### config.mk
export PLATFORM = sky130hd
export DESIGN_NAME = alu_muldiv
export DESIGN_NICKNAME = d
export VERILOG_FILES = /design/src/rtl/alu_pkg.sv /design/src/rtl/muldiv_iter.sv /design/src/rtl/alu_muldiv.sv
export SDC_FILE = /design/constraint.sdc
export NUM_CORES = 1
export LEC_CHECK = 0
export ABC_AREA = 1
export BUFFER_PORTS_ARGS = -buffer_cell sky130_fd_sc_hd__clkbuf_2
export CORE_ASPECT_RATIO = 1.2
export CORE_UTILIZATION = 40
export DETAILED_ROUTE_END_ITERATION = 8
export PLACE_DENSITY = 0.68
export SLEW_MARGIN = 20
export SYNTH_ARGS = -nofsm -noshare
export SYNTH_HDL_FRONTEND = slang
export SYNTH_SLANG_ARGS = --single-unit
### constraint.sdc
create_clock -name clk -period 6.6 [get_ports clk]
set_clock_uncertainty 0.05 [all_clocks]
set_input_delay 1.32 -clock clk [delete_from_list [all_inputs] [get_ports clk]]
set_output_delay 1.32 -clock clk [all_outputs]
set_load 0.005 [all_outputs]
### src/rtl/alu_pkg.sv
// Shared definitions for the ALU / multiply-divide block:
// op encoding, control states and default datapath width.
package alu_pkg;

    localparam int WIDTH_DEF = 32;

    typedef enum logic [3:0] {
        OP_AND   = 4'b0000,
        OP_OR    = 4'b0001,
        OP_ADD   = 4'b0010,
        OP_XOR   = 4'b0011,
        OP_NOR   = 4'b0100,
        OP_SLTU  = 4'b0101,
        OP_SUB   = 4'b0110,
        OP_SLT   = 4'b0111,
        OP_MULT  = 4'b1000,
        OP_MULTU = 4'b1001,
        OP_DIV   = 4'b1010,
        OP_DIVU  = 4'b1011,
        OP_MFHI  = 4'b1100,
        OP_MFLO  = 4'b1101
    } op_e;

    typedef enum logic [1:0] {
        S_IDLE = 2'b00,
        S_MUL  = 2'b01,
        S_DIV  = 2'b10,
        S_DONE = 2'b11
    } state_e;

endpackage

### src/rtl/muldiv_iter.sv
// Unsigned iterative datapath shared by shift-add multiply and
// restoring divide; one bit per step, next-step values exposed.
module muldiv_iter
    import alu_pkg::*;
#(
    parameter int WIDTH = WIDTH_DEF
) (
    input  logic             clk,
    input  logic             rst_n,
    input  logic             start,
    input  logic             step,
    input  logic             is_div,
    input  logic [WIDTH-1:0] a_in,
    input  logic [WIDTH-1:0] b_in,
    output logic             last,
    output logic [WIDTH-1:0] hi_nxt,
    output logic [WIDTH-1:0] lo_nxt
);

    localparam int CW = $clog2(WIDTH) + 1;
    localparam logic [CW-1:0] LAST_CNT = CW'(WIDTH - 1);

    logic [WIDTH-1:0] acc_q, acc_d;
    logic [WIDTH-1:0] lo_q, lo_d;
    logic [WIDTH-1:0] b_q, b_d;
    logic [CW-1:0]    cnt_q, cnt_d;

    logic [WIDTH:0]   sum;
    logic [WIDTH:0]   rsh;
    logic [WIDTH-1:0] diff;
    logic             ge;
    logic [WIDTH-1:0] acc_s;
    logic [WIDTH-1:0] lo_s;

    always_comb begin
        sum  = {1'b0, acc_q} + (lo_q[0] ? {1'b0, b_q} : '0);
        rsh  = {acc_q, lo_q[WIDTH-1]};
        ge   = rsh >= {1'b0, b_q};
        // only taken when ge, so the difference always fits WIDTH bits
        diff = rsh[WIDTH-1:0] - b_q;
        if (is_div) begin
            acc_s = ge ? diff : rsh[WIDTH-1:0];
            lo_s  = {lo_q[WIDTH-2:0], ge};
        end else begin
            acc_s = sum[WIDTH:1];
            lo_s  = {sum[0], lo_q[WIDTH-1:1]};
        end
    end

    always_comb begin
        acc_d = acc_q;
        lo_d  = lo_q;
        b_d   = b_q;
        cnt_d = cnt_q;
        if (start) begin
            acc_d = '0;
            lo_d  = a_in;
            b_d   = b_in;
            cnt_d = '0;
        end else if (step) begin
            acc_d = acc_s;
            lo_d  = lo_s;
            cnt_d = cnt_q + 1'b1;
        end
    end

    always_ff @(posedge clk or negedge rst_n) begin
        if (!rst_n) begin
            acc_q <= '0;
            lo_q  <= '0;
            b_q   <= '0;
            cnt_q <= '0;
        end else begin
            acc_q <= acc_d;
            lo_q  <= lo_d;
            b_q   <= b_d;
            cnt_q <= cnt_d;
        end
    end

    assign last   = (cnt_q == LAST_CNT);
    assign hi_nxt = acc_s;
    assign lo_nxt = lo_s;

endmodule

### src/rtl/alu_muldiv.sv
// Single-cycle ALU plus iterative MULT/DIV with HI/LO registers
// behind a valid/ready request and result handshake.
module alu_muldiv
    import alu_pkg::*;
#(
    parameter int WIDTH = WIDTH_DEF
) (
    input  logic             clk,
    input  logic             rst_n,
    input  logic             in_valid,
    output logic             in_ready,
    input  logic [3:0]       op,
    input  logic [WIDTH-1:0] src_a,
    input  logic [WIDTH-1:0] src_b,
    output logic             out_valid,
    input  logic             out_ready,
    output logic [WIDTH-1:0] result,
    output logic             zero,
    output logic             div_by_zero
);

    state_e state_q, state_d;

    logic [WIDTH-1:0] hi_q, hi_d;
    logic [WIDTH-1:0] lo_q, lo_d;
    logic [WIDTH-1:0] result_q, result_d;
    logic             zero_q, zero_d;
    logic             out_valid_q, out_valid_d;
    logic             dbz_q, dbz_d;
    logic             in_ready_q, in_ready_d;
    logic             negq_q, negq_d;
    logic             negr_q, negr_d;

    op_e              op_i;
    logic             accept;
    logic             sgn;
    logic             a_neg, b_neg;
    logic [WIDTH-1:0] a_mag, b_mag;
    logic [WIDTH-1:0] alu_res;

    logic             it_start, it_step, it_last;
    logic [WIDTH-1:0] it_hi, it_lo;

    logic [2*WIDTH-1:0] prod, prod_fix;
    logic [WIDTH-1:0]   quo, rem;

    assign op_i   = op_e'(op);
    assign accept = in_valid && in_ready_q;

    always_comb begin
        sgn   = (op_i == OP_MULT) || (op_i == OP_DIV);
        a_neg = sgn && src_a[WIDTH-1];
        b_neg = sgn && src_b[WIDTH-1];
        a_mag = a_neg ? ('0 - src_a) : src_a;
        b_mag = b_neg ? ('0 - src_b) : src_b;
    end

    always_comb begin
        case (op_i)
            OP_AND:  alu_res = src_a & src_b;
            OP_OR:   alu_res = src_a | src_b;
            OP_ADD:  alu_res = src_a + src_b;
            OP_XOR:  alu_res = src_a ^ src_b;
            OP_NOR:  alu_res = ~(src_a | src_b);
            OP_SLTU: alu_res = {{(WIDTH-1){1'b0}}, src_a < src_b};
            OP_SUB:  alu_res = src_a - src_b;
            OP_SLT:  alu_res = {{(WIDTH-1){1'b0}},
                                $signed(src_a) < $signed(src_b)};
            OP_MFHI: alu_res = hi_q;
            OP_MFLO: alu_res = lo_q;
            default: alu_res = '0;
        endcase
    end

    // sign fix-up applied to the final step's values
    always_comb begin
        prod     = {it_hi, it_lo};
        prod_fix = negq_q ? ('0 - prod) : prod;
        quo      = negq_q ? ('0 - it_lo) : it_lo;
        rem      = negr_q ? ('0 - it_hi) : it_hi;
    end

    always_comb begin
        state_d     = state_q;
        hi_d        = hi_q;
        lo_d        = lo_q;
        result_d    = result_q;
        dbz_d       = dbz_q;
        negq_d      = negq_q;
        negr_d      = negr_q;
        it_start    = 1'b0;
        it_step     = 1'b0;
        case (state_q)
            S_IDLE: begin
                if (accept) begin
                    dbz_d = 1'b0;
                    case (op_i)
                        OP_MULT, OP_MULTU: begin
                            state_d  = S_MUL;
                            it_start = 1'b1;
                            negq_d   = a_neg ^ b_neg;
                            negr_d   = 1'b0;
                        end
                        OP_DIV, OP_DIVU: begin
                            if (src_b == '0) begin
                                state_d  = S_DONE;
                                result_d = '0;
                                dbz_d    = 1'b1;
                            end else begin
                                state_d  = S_DIV;
                                it_start = 1'b1;
                                negq_d   = a_neg ^ b_neg;
                                negr_d   = a_neg;
                            end
                        end
                        default: begin
                            state_d  = S_DONE;
                            result_d = alu_res;
                        end
                    endcase
                end
            end
            S_MUL: begin
                it_step = 1'b1;
                if (it_last) begin
                    state_d  = S_DONE;
                    hi_d     = prod_fix[2*WIDTH-1:WIDTH];
                    lo_d     = prod_fix[WIDTH-1:0];
                    result_d = prod_fix[WIDTH-1:0];
                end
            end
            S_DIV: begin
                it_step = 1'b1;
                if (it_last) begin
                    state_d  = S_DONE;
                    hi_d     = rem;
                    lo_d     = quo;
                    result_d = quo;
                end
            end
            default: begin
                if (out_ready) begin
                    state_d = S_IDLE;
                end
            end
        endcase
        zero_d      = (result_d == '0);
        out_valid_d = (state_d == S_DONE);
        in_ready_d  = (state_d == S_IDLE);
    end

    always_ff @(posedge clk or negedge rst_n) begin
        if (!rst_n) begin
            state_q     <= S_IDLE;
            hi_q        <= '0;
            lo_q        <= '0;
            result_q    <= '0;
            zero_q      <= 1'b1;
            out_valid_q <= 1'b0;
            dbz_q       <= 1'b0;
            in_ready_q  <= 1'b0;
            negq_q      <= 1'b0;
            negr_q      <= 1'b0;
        end else begin
            state_q     <= state_d;
            hi_q        <= hi_d;
            lo_q        <= lo_d;
            result_q    <= result_d;
            zero_q      <= zero_d;
            out_valid_q <= out_valid_d;
            dbz_q       <= dbz_d;
            in_ready_q  <= in_ready_d;
            negq_q      <= negq_d;
            negr_q      <= negr_d;
        end
    end

    muldiv_iter #(
        .WIDTH (WIDTH)
    ) u_iter (
        .clk    (clk),
        .rst_n  (rst_n),
        .start  (it_start),
        .step   (it_step),
        .is_div (state_q == S_DIV),
        .a_in   (a_mag),
        .b_in   (b_mag),
        .last   (it_last),
        .hi_nxt (it_hi),
        .lo_nxt (it_lo)
    );

    assign in_ready    = in_ready_q;
    assign out_valid   = out_valid_q;
    assign result      = result_q;
    assign zero        = zero_q;
    assign div_by_zero = dbz_q;

endmodule

==> qor.txt, run 1 <==
Area of the die: 64300 sq um
Top cells by area, synth: dfrtp_1 20%, nand2_1 19%, inv_1 10%
Final worst slack: 1620 ps
# rows: 100
Worst hold path class: flip-flop to flip-flop
Mapped Area: 25300 sq um
MaxCap Viol Count: 0
Rel. slew slack: 0.148
Layout cell share with drive strength beyond 1: 0.0671
Reg area: 5160 sq um
Final hold viol count: 0
Number of antenna violations at the first check in global routing: 3
# IOs: 108
Total number of vias: 30100
Cell variety after synth: 59
H-tree depth: 1
Global-route wire length before repair: 181000 um
WL/cell: 23.9 um
Max clock buf depth: 3
DR iter-0 viols: 3788
Fin area: 27500 sq um
Largest net degree at the start of global routing: 93
Most numerous cell on the critical path: nand2_1
Clock sink total: 206
Syn avg cell area: 5.87 sq um
Chip width: 232 um
Post-Place Worst Slack: 1730 ps
Setup TNS: 0 ps
Placer Congestion: 1.10
Vias/cell: 5.81
HPWL Detailed: 99900 um
Cell with the most instances after synthesis: nand2_1
RSZ-0062 raised after global routing: false
Top FF cell, synth: dfrtp_1
Initial Util: 0.406
Sequential fraction of the synthesis area: 0.204
CP Capture Type: flip-flop
Aggregate global-route resource usage: 0.380
Multi-input gate area: 16900 sq um
Register bit total from synthesis: 206
Synth warn: 0
Share of the synthesized area in the top cell type: 0.203
Syn_nets: 4561
Grt ovf: 0
Crit path to: hi_q[6]$_DFFE_PN0P_
Maximum vdd drop: 246 uV
Placed Area: 26500 sq um
Max-slew violations: 0
# Post-CTS Setup Buffers: 0
Fmax: 0.201 GHz
Final setup viols: 0
R2R Setup Slk: 1620 ps
CTS Root Buffer Type: clkbuf_16
Port Buffers: 107
Slowest stage delay, CP: 440 ps
Synthesized instance count: 4316
Fillers: 6826
DRT antenna net count: 0
Status: complete, no violations
Fin nets: 4591
PD cells: 482 nW/um^2
Critical Path Source Type: flip-flop
Synth-to-Final Area Change: 8.63%
Clock Latency Late Sink: 610 ps
Pleak: 14.6 nW
Clock-pin slew on the worst setup and hold paths: 70 ps
Top Family by Delay on Critical Path: simple AND/OR/NAND/NOR gates
Remaining DRCs: 0
Worst r2r path cells: 25
Worst Path Required: 6980 ps
Worst r2r src: u_iter.acc_q[1]$_DFFE_PN0P_
Worst-path fanout max: 32
Core ar.: 62300 sq um
Final period utilization: 0.755
Async SR Flop Fraction: 1.00
Data arrival time of the critical path: 5360 ps
R2R Path End: hi_q[6]$_DFFE_PN0P_
Worst Tran Pin Value: 1270 ps
Area leader, netlist: dfrtp_1
CP max-delay cell: dfrtp_1
CP startpoint: u_iter.acc_q[1]$_DFFE_PN0P_
WP buf/inv: 0
List of most frequent post-synthesis cells: 1248 x nand2_1, 702 x inv_1, 401 x nor2_1
TritonCTS buffer count: 26
Die Y: 278 um
Final WL: 124000 um
1st-pass router iterations: 6
CTS Hold Bufs: 0
Vias in the first global route: 28400
Number of flops mapped to enable cells by yosys: 0
Post_cts resized: 0
Kind of critical path: flip-flop to flip-flop
CTS tree: done
Fin crit period: 4980 ps
Worst path depth: 25
[worst register-to-register path, cell delays in order, from the launching register on]
cell and delay (ps):
dfrtp_1 440, ha_1 390, nand2_1 100, nand2_1 70
nand2_1 60, nand2_1 50, nand2_1 70, nand3_2 130
nand2_1 150, nand3_2 100, nand2_4 400, nand3_1 180
nand2_1 400, ha_1 250, nand3_1 90, nor2_2 190
nand3_2 180, nor2_2 160, nand3_1 140, nor2_1 160
nand3_1 150, a21oi_1 280, nand2_1 110, nand2_1 260
xnor2_1 190, o21ai_1 80
[layer usage]
metal / vias to the layer above / share of wire / track usage
met5: - / 0.00031 / 0
met2: 1682 / 0.45 / 0.607
met1: 14000 / 0.36 / 0.439
met4: 6 / 0.11 / 0.342
li1: 14000 / - / -
met3: 424 / 0.082 / 0.0538
[state kept, by name, summed over array words and instances (netlist names)]
register / cells
lo_q: 32
u_iter.lo_q: 32
u_iter.b_q: 32
state_q: 2
out_valid: 1
in_ready: 1
negr_q: 1
u_iter.cnt_q: 6
negq_q: 1
result: 32
u_iter.acc_q: 32
zero: 1
hi_q: 32
div_by_zero: 1
[cell families after synthesis]
| group | share of synthesized area |
|---|---|
| and+or+nand+nor | 0.395 |
| buffers and inverters | 0.131 |
| AOI/OAI and AO/OA | 0.154 |
| DFF | 0.204 |
| adders and majority gates | 0.0867 |
| xor gates and xnor gates | 0.0291 |
[where the power goes]
part	switching [W]	total, W	internal, W
sequential	0.000418	0.00213	0.00171
combinational	0.00676	0.00946	0.00270
clock	0.000663	0.00168	0.00101
total	0.00784	0.0133	0.00542
[layout make-up]
class / count / area share
well taps: 816 / 0.0371
clock buffers: 33 / 0.0264
multi-input cells: 3255 / 0.613
repair buffers: 139 / 0.0286
diodes: 1 / 0.0000910
inverters: 718 / 0.0980
clock inverters: 15 / 0.00901
flip-flops and latches: 206 / 0.188
[per-stage QoR]
stage	total power, W	std cells	utilization	hold WS [ps]
4_1_cts	0.0130	5182	0.441	439
3_3_place_gp	0.0113	5134	0.426	414
3_5_place_dp	0.0113	5134	0.426	417
2_1_floorplan	0.00840	4316	-	395
5_1_grt	0.0142	5182	0.441	463
6_report	0.0133	5183	0.441	441
[worst min-delay path by stage]
stage | start | endpoint | slack (ps) | cells past startpoint
after detailed placement | hi_q[17]$_DFFE_PN0P_ | hi_q[17]$_DFFE_PN0P_ | 420 | 2
after global placement | lo_q[15]$_DFFE_PN0P_ | lo_q[15]$_DFFE_PN0P_ | 410 | 2
after CTS | lo_q[15]$_DFFE_PN0P_ | lo_q[15]$_DFFE_PN0P_ | 440 | 2
after floorplan | hi_q[23]$_DFFE_PN0P_ | hi_q[23]$_DFFE_PN0P_ | 390 | 2
final | hi_q[17]$_DFFE_PN0P_ | hi_q[17]$_DFFE_PN0P_ | 440 | 2
after global routing | hi_q[11]$_DFFE_PN0P_ | hi_q[11]$_DFFE_PN0P_ | 460 | 2
[layout by cell type, fill, tap and decap left out, drive strengths merged, types with 64 or more instances in the layout]
cell and count:
nand2 1261, inv 713, nor2 431, nand3 411, o21ai 303, dfrtp 205
a21oi 203, ha 169, clkbuf 139, nand4 99, xor2 64
Note: power is estimated with default switching activity, not from simulation.
==> run 2, diff against run 1 <==
- ABC_AREA: 1 -> 0
- PLACE_DENSITY: 0.68 -> 0.7
- clock period: 6.6 -> 4.15 ns (I/O delays scaled with it)
==> run 2 against run 1 <==
Net effect: the run now ends with negative setup slack left; non-clock buffer count is 945 higher; clock-buffer cell count grew 4; worst setup slack worse by 2800 ps; largest cell class unchanged.
==> qor.txt, run 2 <==
Mapped Area: 22100 sq um
Layout cell share with drive strength beyond 1: 0.358
Sequential fraction of the synthesis area: 0.234
Maximum vdd drop: 531 uV
Syn_nets: 3189
Top FF cell, synth: dfrtp_1
Total number of vias: 27800
Synth warn: 0
Cell variety after synth: 96
Worst Path Required: 4580 ps
Worst Tran Pin Value: 1460 ps
Max-slew violations: 0
Placer Congestion: 1.04
Failing checks: negative setup slack
Switching part of the total power: 0.487
Ant diodes: 0
CTS Hold Bufs: 0
Async SR Flop Fraction: 1.00
Final setup viols: 29
Data arrival time of the critical path: 5740 ps
MaxCap Viol Count: 0
Sequential Power Share: 0.118
Area leader, netlist: dfrtp_1
Final worst slack: -1170 ps
Status: finished with violations
# rows: 93
Number of flops mapped to enable cells by yosys: 0
TritonCTS buffer count: 24
Global-route wire length before repair: 160000 um
Number of antenna violations at the first check in global routing: 0
Core ar.: 54100 sq um
List of most frequent post-synthesis cells: 379 x nand2_1, 236 x nor2_1, 212 x a21oi_1
DR iter-0 viols: 2925
Net Sw Power: 0.0149 W
Post-Place Worst Slack: -1400 ps
PD cells: 922 nW/um^2
Most frequent cells in the layout: 913 x buf_4, 367 x nand2_1, 223 x nor2_1, 204 x dfrtp_1, 190 x a21oi_1
Chip width: 216 um
Met1 Wirelength: 41200 um
Pleak: 15.3 nW
Clock-pin slew on the worst setup and hold paths: 60 ps
Final hold viol count: 0
Area of the die: 56100 sq um
WL/cell: 23.6 um
CP max-delay cell: or4_4
DRT antenna net count: 0
Clock power frac: 0.078
Uppermost layer routed: met4
Critical Path Source Type: flip-flop
RSZ-0062 raised after global routing: true
Kind of critical path: flip-flop to flip-flop
Register bit total from synthesis: 206
Comb pwr share: 0.805
Initial Util: 0.408
HPWL Detailed: 84900 um
CP Capture Type: flip-flop
Metal3 WL: 8970 um
Vias/cell: 6.02
Largest net degree at the start of global routing: 95
Worst hold path class: input pin to asynchronous set/reset pin
Synth-to-Final Area Change: 49.9%
Fillers: 4672
Clock Latency Late Sink: 570 ps
Cell with the most instances after synthesis: nand2_1
Die Y: 259 um
Grt ovf: 0
H-tree depth: 1
Max clock buf depth: 3
Setup TNS: -14500 ps
Worst-path cell chain: inv_1 -> ha_1 -> a21o_1 -> a211o_1 -> a41oi_2 -> buf_4 -> o211a_4 -> a31oi_4 -> inv_2 -> ha_4 -> o2111ai_4 -> or2_4 -> buf_4 -> nor2_4 -> nand2_2 -> nand2_2 -> xnor2_2 -> a22o_1 -> a221o_1 -> or4b_4 -> or4_4 -> or4_4 -> nor4_2
Final WL: 109000 um
Synthesized instance count: 2944
Port Buffers: 107
Top cells by area, synth: dfrtp_1 23%, ha_1 9.6%, nand2_1 6.4%
Remaining DRCs: 0
Vias in the first global route: 26900
DR WL met2: 49100 um
CTS Root Buffer Type: clkbuf_16
Fmax: 0.188 GHz
Commonest non-fill, non-tap cell in the layout: buf_4
Share of the synthesized area in the top cell type: 0.233
Syn avg cell area: 7.49 sq um
Final period utilization: 1.28
Fin nets: 4133
Slowest stage delay, CP: 580 ps
Clock sink total: 206
Rel. slew slack: 0.0211
Fin crit period: 5320 ps
# IOs: 108
CTS tree: done
Aggregate global-route resource usage: 0.372
Worst-path fanout max: 6
Power Internal: 0.0156 W
1st-pass router iterations: 6
## run 2: cell types whose count changed after synthesis, moves of 36 or more
cell and delta:
inv_1 -548, o221ai_1 -41, a31oi_1 +39, a21o_1 +38
nand4_1 -73, nor2_1 -165, xnor2_1 +128, nand3_1 -327
and2_1 +36, nand2_1 -869, o21ai_0 -59, o211ai_1 +58
clkbuf_1 +43, mux2i_1 +70
## run 2: metal layers
| layer | global-route usage | vias up |
|---|---|---|
| li1 | - | 12600 |
| met4 | 0.266 | 0 |
| met3 | 0.0482 | 490 |
| met1 | 0.450 | 13200 |
| met5 | 0 | - |
| met2 | 0.612 | 1548 |
## run 2: critical path: cells and delay by family (launching register included)
kind            cells  cell delay [ps]
flops               1              330
fa+ha+maj           2              450
buf+inv             4              460
simple gates        8             2260
xor+xnor            1              110
compound gates      8             1550
## run 2: cell families after synthesis
logic type | share of synthesized area
buffers and inverters | 0.0567
and+or+nand+nor | 0.214
muxes | 0.0353
AOI/OAI and AO/OA | 0.282
xor gates and xnor gates | 0.0786
adders and majority gates | 0.0995
DFF | 0.234
## run 2: stage by stage
stage	instance area, sq um	hold WS [ps]	total power [W]	std cells	util
floorplan	22200	389	0.0141	2944	-
global placement	30000	406	0.0233	4502	0.554
detailed placement	30000	413	0.0235	4502	0.554
CTS	32200	270	0.0280	4595	0.595
global route	33100	319	0.0321	4617	0.611
finish	33100	229	0.0305	4617	0.611
## run 2: repair_timing
| item | 4_1_cts | 5_1_grt |
|---|---|---|
| gates resized for setup | 182 | 142 |
| setup endpoints to repair | 30 | 36 |
| pin swaps | 67 | 83 |
| cloned | 2 | 0 |
| buffers inserted | 55 | 31 |
## run 2: worst paths after layout
| check | start | to | slack [ps] | depth (start not counted) |
|---|---|---|---|---|
| hold / removal | rst_n | u_iter.b_q[5]$_DFFE_PN0P_ | 230 | 1 |
| max in group asynchronous | rst_n | zero$_DFF_PN1_ | 2760 | 2 |
| setup reg to reg | u_iter.b_q[30]$_DFFE_PN0P_ | zero$_DFF_PN1_ | -1170 | 23 |
| hold reg to reg | lo_q[27]$_DFFE_PN0P_ | lo_q[27]$_DFFE_PN0P_ | 430 | 2 |
| min in group clk | lo_q[27]$_DFFE_PN0P_ | lo_q[27]$_DFFE_PN0P_ | 430 | 2 |
| setup / recovery | u_iter.b_q[30]$_DFFE_PN0P_ | zero$_DFF_PN1_ | -1170 | 23 |
## run 2: power groups by stage
stage | registers (W) | clock network (W) | logic, W
after global placement | 0.00348 | 0 | 0.0198
after detailed placement | 0.00351 | 0 | 0.0200
final | 0.00359 | 0.00237 | 0.0245
after floorplan | 0.00335 | 0 | 0.0107
after CTS | 0.00352 | 0.00237 | 0.0221
after global routing | 0.00365 | 0.00244 | 0.0260
## run 2: cell type report
cell class / count / area, sq um / share of cell area
Clock inverter: 6 / 86.3 / 0.00261
Inverter: 162 / 608 / 0.0184
Clock buffer: 37 / 761 / 0.0230
Timing Repair Buffer: 1084 / 8280 / 0.250
Multi-Input combinational cell: 2410 / 17300 / 0.523
Tap cell: 712 / 891 / 0.0269
Sequential cell: 206 / 5160 / 0.156
